[src/rtl/uart_fifo_bridge.sv]
// uart_fifo_bridge: TX/RX FIFO buffer between the CPU uart slot and a byte-stream UART core, with loopback, counters and sticky errors
module uart_fifo_bridge #(
    parameter int WIDTH       = 8,
    parameter int TX_DEPTH    = 16,
    parameter int RX_DEPTH    = 16,
    parameter int COUNT_WIDTH = 16
) (
    input  logic                   clk,
    input  logic                   _mr,
    input  logic                   _wr,
    input  logic                   _rd,
    input  logic [WIDTH-1:0]       cpu_din,
    output logic [WIDTH-1:0]       cpu_dout,
    output logic                   flag_di,
    output logic                   flag_do,
    input  logic                   loopback,
    output logic [WIDTH-1:0]       ser_tx_data,
    output logic                   ser_tx_valid,
    input  logic                   ser_tx_ready,
    input  logic [WIDTH-1:0]       ser_rx_data,
    input  logic                   ser_rx_valid,
    output logic                   ser_rx_ready,
    output logic [COUNT_WIDTH-1:0] tx_count,
    output logic [COUNT_WIDTH-1:0] rx_count,
    output logic                   tx_overflow,
    output logic                   rx_underrun,
    input  logic                   clear_err
);
    localparam int TA = $clog2(TX_DEPTH);
    localparam int RA = $clog2(RX_DEPTH);

    logic [WIDTH-1:0] tx_mem [TX_DEPTH];
    logic [WIDTH-1:0] rx_mem [RX_DEPTH];
    logic [TA:0]      tx_wp, tx_rp;
    logic [RA:0]      rx_wp, rx_rp;
    logic             loop_q;
    logic             tx_empty, tx_full, rx_empty, rx_full;
    logic             tx_push, tx_pop, rx_push, rx_pop;
    logic [WIDTH-1:0] tx_head, rx_head, rx_in;

    // Full when the pointers differ only in the wrap bit, so all DEPTH slots are usable
    always_comb begin
        tx_empty     = tx_wp == tx_rp;
        tx_full      = (tx_wp[TA] != tx_rp[TA]) && (tx_wp[TA-1:0] == tx_rp[TA-1:0]);
        rx_empty     = rx_wp == rx_rp;
        rx_full      = (rx_wp[RA] != rx_rp[RA]) && (rx_wp[RA-1:0] == rx_rp[RA-1:0]);
        tx_head      = tx_mem[tx_rp[TA-1:0]];
        rx_head      = rx_mem[rx_rp[RA-1:0]];
        tx_push      = !_wr && !tx_full;
        rx_pop       = !_rd && !rx_empty;
        tx_pop       = !tx_empty && (loop_q ? !rx_full : ser_tx_ready);
        rx_push      = loop_q ? tx_pop : (ser_rx_valid && !rx_full);
        rx_in        = loop_q ? tx_head : ser_rx_data;
        cpu_dout     = rx_empty ? '0 : rx_head;
        flag_di      = !rx_empty;
        flag_do      = !tx_full;
        ser_tx_data  = tx_head;
        ser_tx_valid = !loop_q && !tx_empty;
        ser_rx_ready = !loop_q && !rx_full;
    end

    always_ff @(posedge clk or negedge _mr) begin
        if (!_mr) begin
            tx_wp       <= '0;
            tx_rp       <= '0;
            rx_wp       <= '0;
            rx_rp       <= '0;
            loop_q      <= 1'b0;
            tx_count    <= '0;
            rx_count    <= '0;
            tx_overflow <= 1'b0;
            rx_underrun <= 1'b0;
        end else begin
            loop_q      <= loopback;
            tx_wp       <= tx_wp + {{TA{1'b0}}, tx_push};
            tx_rp       <= tx_rp + {{TA{1'b0}}, tx_pop};
            rx_wp       <= rx_wp + {{RA{1'b0}}, rx_push};
            rx_rp       <= rx_rp + {{RA{1'b0}}, rx_pop};
            tx_count    <= tx_count + {{(COUNT_WIDTH-1){1'b0}}, tx_pop};
            rx_count    <= rx_count + {{(COUNT_WIDTH-1){1'b0}}, rx_push};
            tx_overflow <= (!_wr && tx_full) || (tx_overflow && !clear_err);
            rx_underrun <= (!_rd && rx_empty) || (rx_underrun && !clear_err);
        end
    end

    always_ff @(posedge clk) begin
        if (tx_push) tx_mem[tx_wp[TA-1:0]] <= cpu_din;
        if (rx_push) rx_mem[rx_wp[RA-1:0]] <= rx_in;
    end
endmodule

[config.mk]
export PLATFORM = sky130hd
export DESIGN_NAME = uart_fifo_bridge
export DESIGN_NICKNAME = d
export VERILOG_FILES = /design/src/rtl/uart_fifo_bridge.sv
export SDC_FILE = /design/constraint.sdc
export NUM_CORES = 1
export LEC_CHECK = 0
export BUFFER_PORTS_ARGS = -buffer_cell sky130_fd_sc_hd__buf_2
export CORE_MARGIN = 2
export CORE_UTILIZATION = 40
export DETAILED_ROUTE_END_ITERATION = 16
export PLACE_DENSITY = 0.55
export SYNTH_ARGS = -nofsm -noshare
export SYNTH_HDL_FRONTEND = slang
export SYNTH_SLANG_ARGS = --single-unit
[constraint.sdc]
create_clock -name clk -period 3.5 [get_ports clk]
set_input_delay 0.525 -clock clk [delete_from_list [all_inputs] [get_ports clk]]
set_output_delay 0.525 -clock clk [all_outputs]
set_load 0.05 [all_outputs]
# Word level (Yosys, flattened, before mapping)
# Memories as Yosys holds them, arrays and structs flattened.
# Cells that the tools add are included.
# Widths: inputs -> output; s select.
[totals] mem_bits_rw=256 input_bits=24 word_cells=53 mem_count=2 reg_bits=55 out_inout_bits=54
[memory_table] name="rx_mem" words=16 word_bits=8 read_ports=1 rd_clocked_by_memory_dff=0 write_ports=1 line_no="33" source="logic [WIDTH-1:0] rx_mem [RX_DEPTH];"
[memory_table] name="tx_mem" words=16 word_bits=8 read_ports=1 rd_clocked_by_memory_dff=0 write_ports=1 line_no="32" source="logic [WIDTH-1:0] tx_mem [TX_DEPTH];"
[classes] n_reduce_logical=22 n_addsub=6 eq_ne=6 mux=8
[op_table] op="$add 16x1->16" n=2
[op_table] op="$add 5x1->5" n=4
[op_table] op="$mux 8" n=2
[op_table] op="$logic_and 1x1->1" n=12
[op_table] op="$eq 5x5->1" n=2
[op_table] op="$eq 4x4->1" n=2
[op_table] op="$logic_not 1->1" n=8
[op_table] op="$mux 1" n=6
[op_table] op="$logic_or 1x1->1" n=2
[op_table] op="$ne 1x1->1" n=2

# Longest topological paths before layout
[logic_depth] ltp_word=8 depth_mapped=13 ltp_nobuf=9

# Least setup slack after synthesis
# No wires, ideal clock.
[synth_timing] path_type="reg-to-output" from="reg rx_rp[0]" to="out cpu_dout[5]" required_time_ns=2.975 setup_slack_ns=0.598 t_arrival_ns=2.377 path_stages_with_launch=7 n_path_buf=3 cell_sequence="dfrtp_1 > buf_6 > buf_12 > buf_12 > mux4_2 > mux2i_1 > a211oi_1"
[synth_via] elab_chain_cells=2 word_cells_on_any_way=3 classes_between="eq/ne (1); mux (1); memory (1)"
[synth_lines] element="start, declared" line_no="35" source="logic [RA:0] rx_wp, rx_rp;"
[synth_lines] element="start signal, assigned" line_no="78" source="rx_rp <= rx_rp + {{RA{1'b0}}, rx_pop};"
[synth_lines] element="$mem_v2 16x8 or $eq 5x5->1 (tied branches)"
[synth_lines] element="$mux 8 (*)" line_no="54" source="cpu_dout = rx_empty ? '0 : rx_head;"
[synth_lines] element="end, declared" line_no="13" source="output logic [WIDTH-1:0] cpu_dout,"
# Every way passes the cells marked *; elsewhere a longest branch is shown, timed or not.

# Final worst setup path
[layout_timing] from="reg rx_rp[1]" to="out cpu_dout[7]"
# Same word-level chain as after synthesis.

==> qor.yml <==
status:
  status: "finished, final reports clean"
routing:
  route.detailed.drc: 0
  avgViaCountPerCell: 5.408
  via_count: 6955
  drtAntennaViolNets: 0
  wirelength_um: 28530
  first_iter_violations: 551
  wl_per_cell_um: 22.19
  drtPass1Iterations: 6
synth:
  ys_types: 39
  synth_nets: 773
  ys_warn_count: 0
  async_reset_ff_share_pct: 17.68
  synth_area_leaders: "edfxtp_1, dfrtp_1, mux4_1, mux2i_1, mux4_2"
  syn-cell-area_mm2: 0.01279
  ys_seq_area_share_pct: 70.89
  ys.flop_type: "edfxtp_1"
  synth-edff-count: 256
  ys_seq_elements: 311
  syn_area_per_cell_um2: 17.35
  syn_inst: 737
  yosysTopAreaCell: "edfxtp_1"
  netlist.area_leader.share_pct: 60.12
cells_and_area:
  layout_common_cells: "edfxtp_1, buf_2, mux2i_1, buf_4, dfrtp_1"
  final_common_cell: "edfxtp_1"
  n_antenna_cell: 0
  areaGrowthSynthToFinish_pct: 16.50
  nNetsFinal: 897
  layout-drive-gt1-share_pct: 23.19
global_route:
  grt_pass1_vias: 7209
  grt_util_all_layers_pct: 17.53
  antenna_found_initial: 0
  grt_max_degree: 40
  overflow: 0
  grt_pass1_wl_um: 44040
setup_path:
  r2r_start: "tx_rp[2]$_DFF_PN0_"
  critPathTopFamily: "buffers and inverters"
  crit_buf_inv: 2
  cpMaxStageDelayCell: "dfrtp_1"
  worstSetupPathType: "reg -> out"
  path_cells: "buf_4 > mux4_2 > mux2i_1 > a211oi_1 > buf_2"
  worst_path_largest_cell_delay_ns: 0.68
  worstPathArrival_ns: 2.77
  startpoint_type: "flip-flop"
  setup.worst_path.end_class: "output pin"
  r2r_slack_ns: 0.78
  critPathLaunch: "rx_rp[1]$_DFF_PN0_"
  cp_data_required_time_ns: 2.97
  crit_fanout: 25
timing:
  worst_pin_slew_ns: 1.022
  fin_crit_sh_pct: 94.09
  grt_setup_unrepaired: "no"
  hold_viol_final: 0
  max_freq_mhz: 303.7
  slew_headroom_pct: 31.89
  setup_violations: 0
  period_needed_ns: 3.293
  finalSetupTns_ns: 0
  skew_ns: 0.01840
  final-max-slew-violation-count: 0
power:
  p_seq_share_pct: 38.7
  powerDensity_mw_per_mm2: 934.7
  worst_ir_drop_vdd_mv: 0.8709
  pwr-share-clk_pct: 25.1
  p_int_w: 0.008689
  swShare_pct: 37.59
  comb_power_share_pct: 36.2
  p_leak_nw: 5.461
  switchingPower_w: 0.005233
  power_w: 0.01392
cts:
  cts_setup_buffers: 0
  clockBufferDepth: 3
  cts_sinks: 311
  clock_latency_ns: 0.52
  cts_root_buf: "clkbuf_16"
  htree_levels: 2
  clk_pin_slew_worst_paths_ns: 0.06
  cts_tree: "done"
  numCtsBuffers: 35
die:
  initial_core_util_pct: 40.52
  die_h_um: 182.8
  die-area_mm2: 0.03341
  num_rows: 65
  die_w_um: 182.8
  ios: 78
  core_area_mm2: 0.03156
hold_path:
  hold_path.startpoint: "loopback"
  min_path_type: "in -> reg"
place:
  io_buffers: 77
  hpwl_um: 19030
  gp_congestion: 0.8760
run:
  maxCapViolations: 0
layout make-up:
| cell class | count | area [um2] |
|---|---|---|
| multi-input cells | 375 | 3398 |
| clock inverters | 12 | 120.1 |
| flip-flops and latches | 311 | 9067 |
| fillers | 2685 | 16660 |
| repair buffers | 131 | 803.3 |
| clock buffers | 48 | 977.2 |
| inverters | 7 | 26.28 |
| well taps | 402 | 503.0 |
cells in the mapped netlist (2+ instances only):
cell type  number
or2_2           3
nor3_1         10
nand3_1        22
mux4_1         22
buf_2          13
nand2_1        38
xnor2_1        39
a21oi_1         8
buf_4          10
and3_1          3
mux4_2         18
nor2b_1        12
o22ai_1         2
mux2i_1        56
a2bb2oi_1       8
buf_6           6
clkbuf_1        6
edfxtp_1      256
nor2_1         21
nand2b_1        9
a211oi_1       17
a31oi_1         8
nor4_1         22
a222oi_1        8
xor2_1         12
dfrtp_1        55
buf_12          2
ha_1           12
nand4_1        13
inv_1           7
and2_1          5
buf_1           6
and4_1          2
per-stage QoR:
stage | cell area [um2] | cells | setup slack, ns | hold WS, ns | utilization, %
after floorplan | 12790 | 737 | 0.5979 | 0.2294 | -
after global placement | 13800 | 1226 | 0.7502 | 0.4578 | 43.72
after detailed placement | 13800 | 1226 | 0.7130 | 0.4631 | 43.72
after CTS | 14890 | 1286 | 0.1578 | 0.1095 | 47.20
after global routing | 14900 | 1286 | 0.09457 | 0.1074 | 47.20
final | 14900 | 1286 | 0.2069 | 0.1230 | 47.20
registers in the layout, summed over array words and instances, names as in the netlist:
| name | count |
|---|---|
| tx_overflow | 1 |
| tx_rp | 5 |
| rx_mem | 128 |
| tx_count | 16 |
| loop_q | 1 |
| tx_mem | 128 |
| rx_wp | 5 |
| rx_underrun | 1 |
| tx_wp | 5 |
| rx_rp | 5 |
| rx_count | 16 |
worst paths after layout:
path                                                to  cells after the start
worst max register to register  tx_count[14]$_DFF_PN0_                      9
min in group asynchronous           tx_rp[1]$_DFF_PN0_                      1
worst min register to register  rx_count[15]$_DFF_PN0_                      1
worst max-delay path                       cpu_dout[7]                      5
max in group asynchronous        tx_count[2]$_DFF_PN0_                      2
worst min-delay path                  loop_q$_DFF_PN0_                      1
routing by layer:
| metal | vias to the layer above | track usage, % | share of wire, % | wire [um] |
|---|---|---|---|---|
| li1 | 3157 | - | - | - |
| met1 | 3562 | 24.43 | 45 | 12820 |
| met2 | 193 | 28.52 | 48 | 13780 |
| met3 | 43 | 3.118 | 4.8 | 1366 |
| met4 | 0 | 4.992 | 2.0 | 563 |
| met5 | - | 0 | 0 | 0 |
cells by family after synthesis:
logic type / count (synthesis) / synth area share (%)
AO/OA/AOI/OAI: 53 / 3.229
XOR/XNOR: 51 / 3.494
adder cells (fa/ha/maj): 12 / 1.174
buffers and inverters: 51 / 2.534
flip-flops: 311 / 70.89
multiplexers: 96 / 12.08
AND/OR/NAND/NOR: 163 / 6.605
power by group through the flow:
stage | clock [W] | combinational, W | sequential, W
5_1_grt | 0.00373 | 0.00540 | 0.00547
3_3_place_gp | 0 | 0.00501 | 0.00544
3_5_place_dp | 0 | 0.00507 | 0.00547
4_1_cts | 0.00359 | 0.00508 | 0.00540
2_1_floorplan | 0 | 0.00367 | 0.00543
6_report | 0.00349 | 0.00504 | 0.00539
timing repair:
action	4_1_cts	5_1_grt
gates resized for setup	0	1
endpoints found under the setup margin	0	3
hold buffers	0	0
No activity file was read; power rests on OpenSTA's default activity.
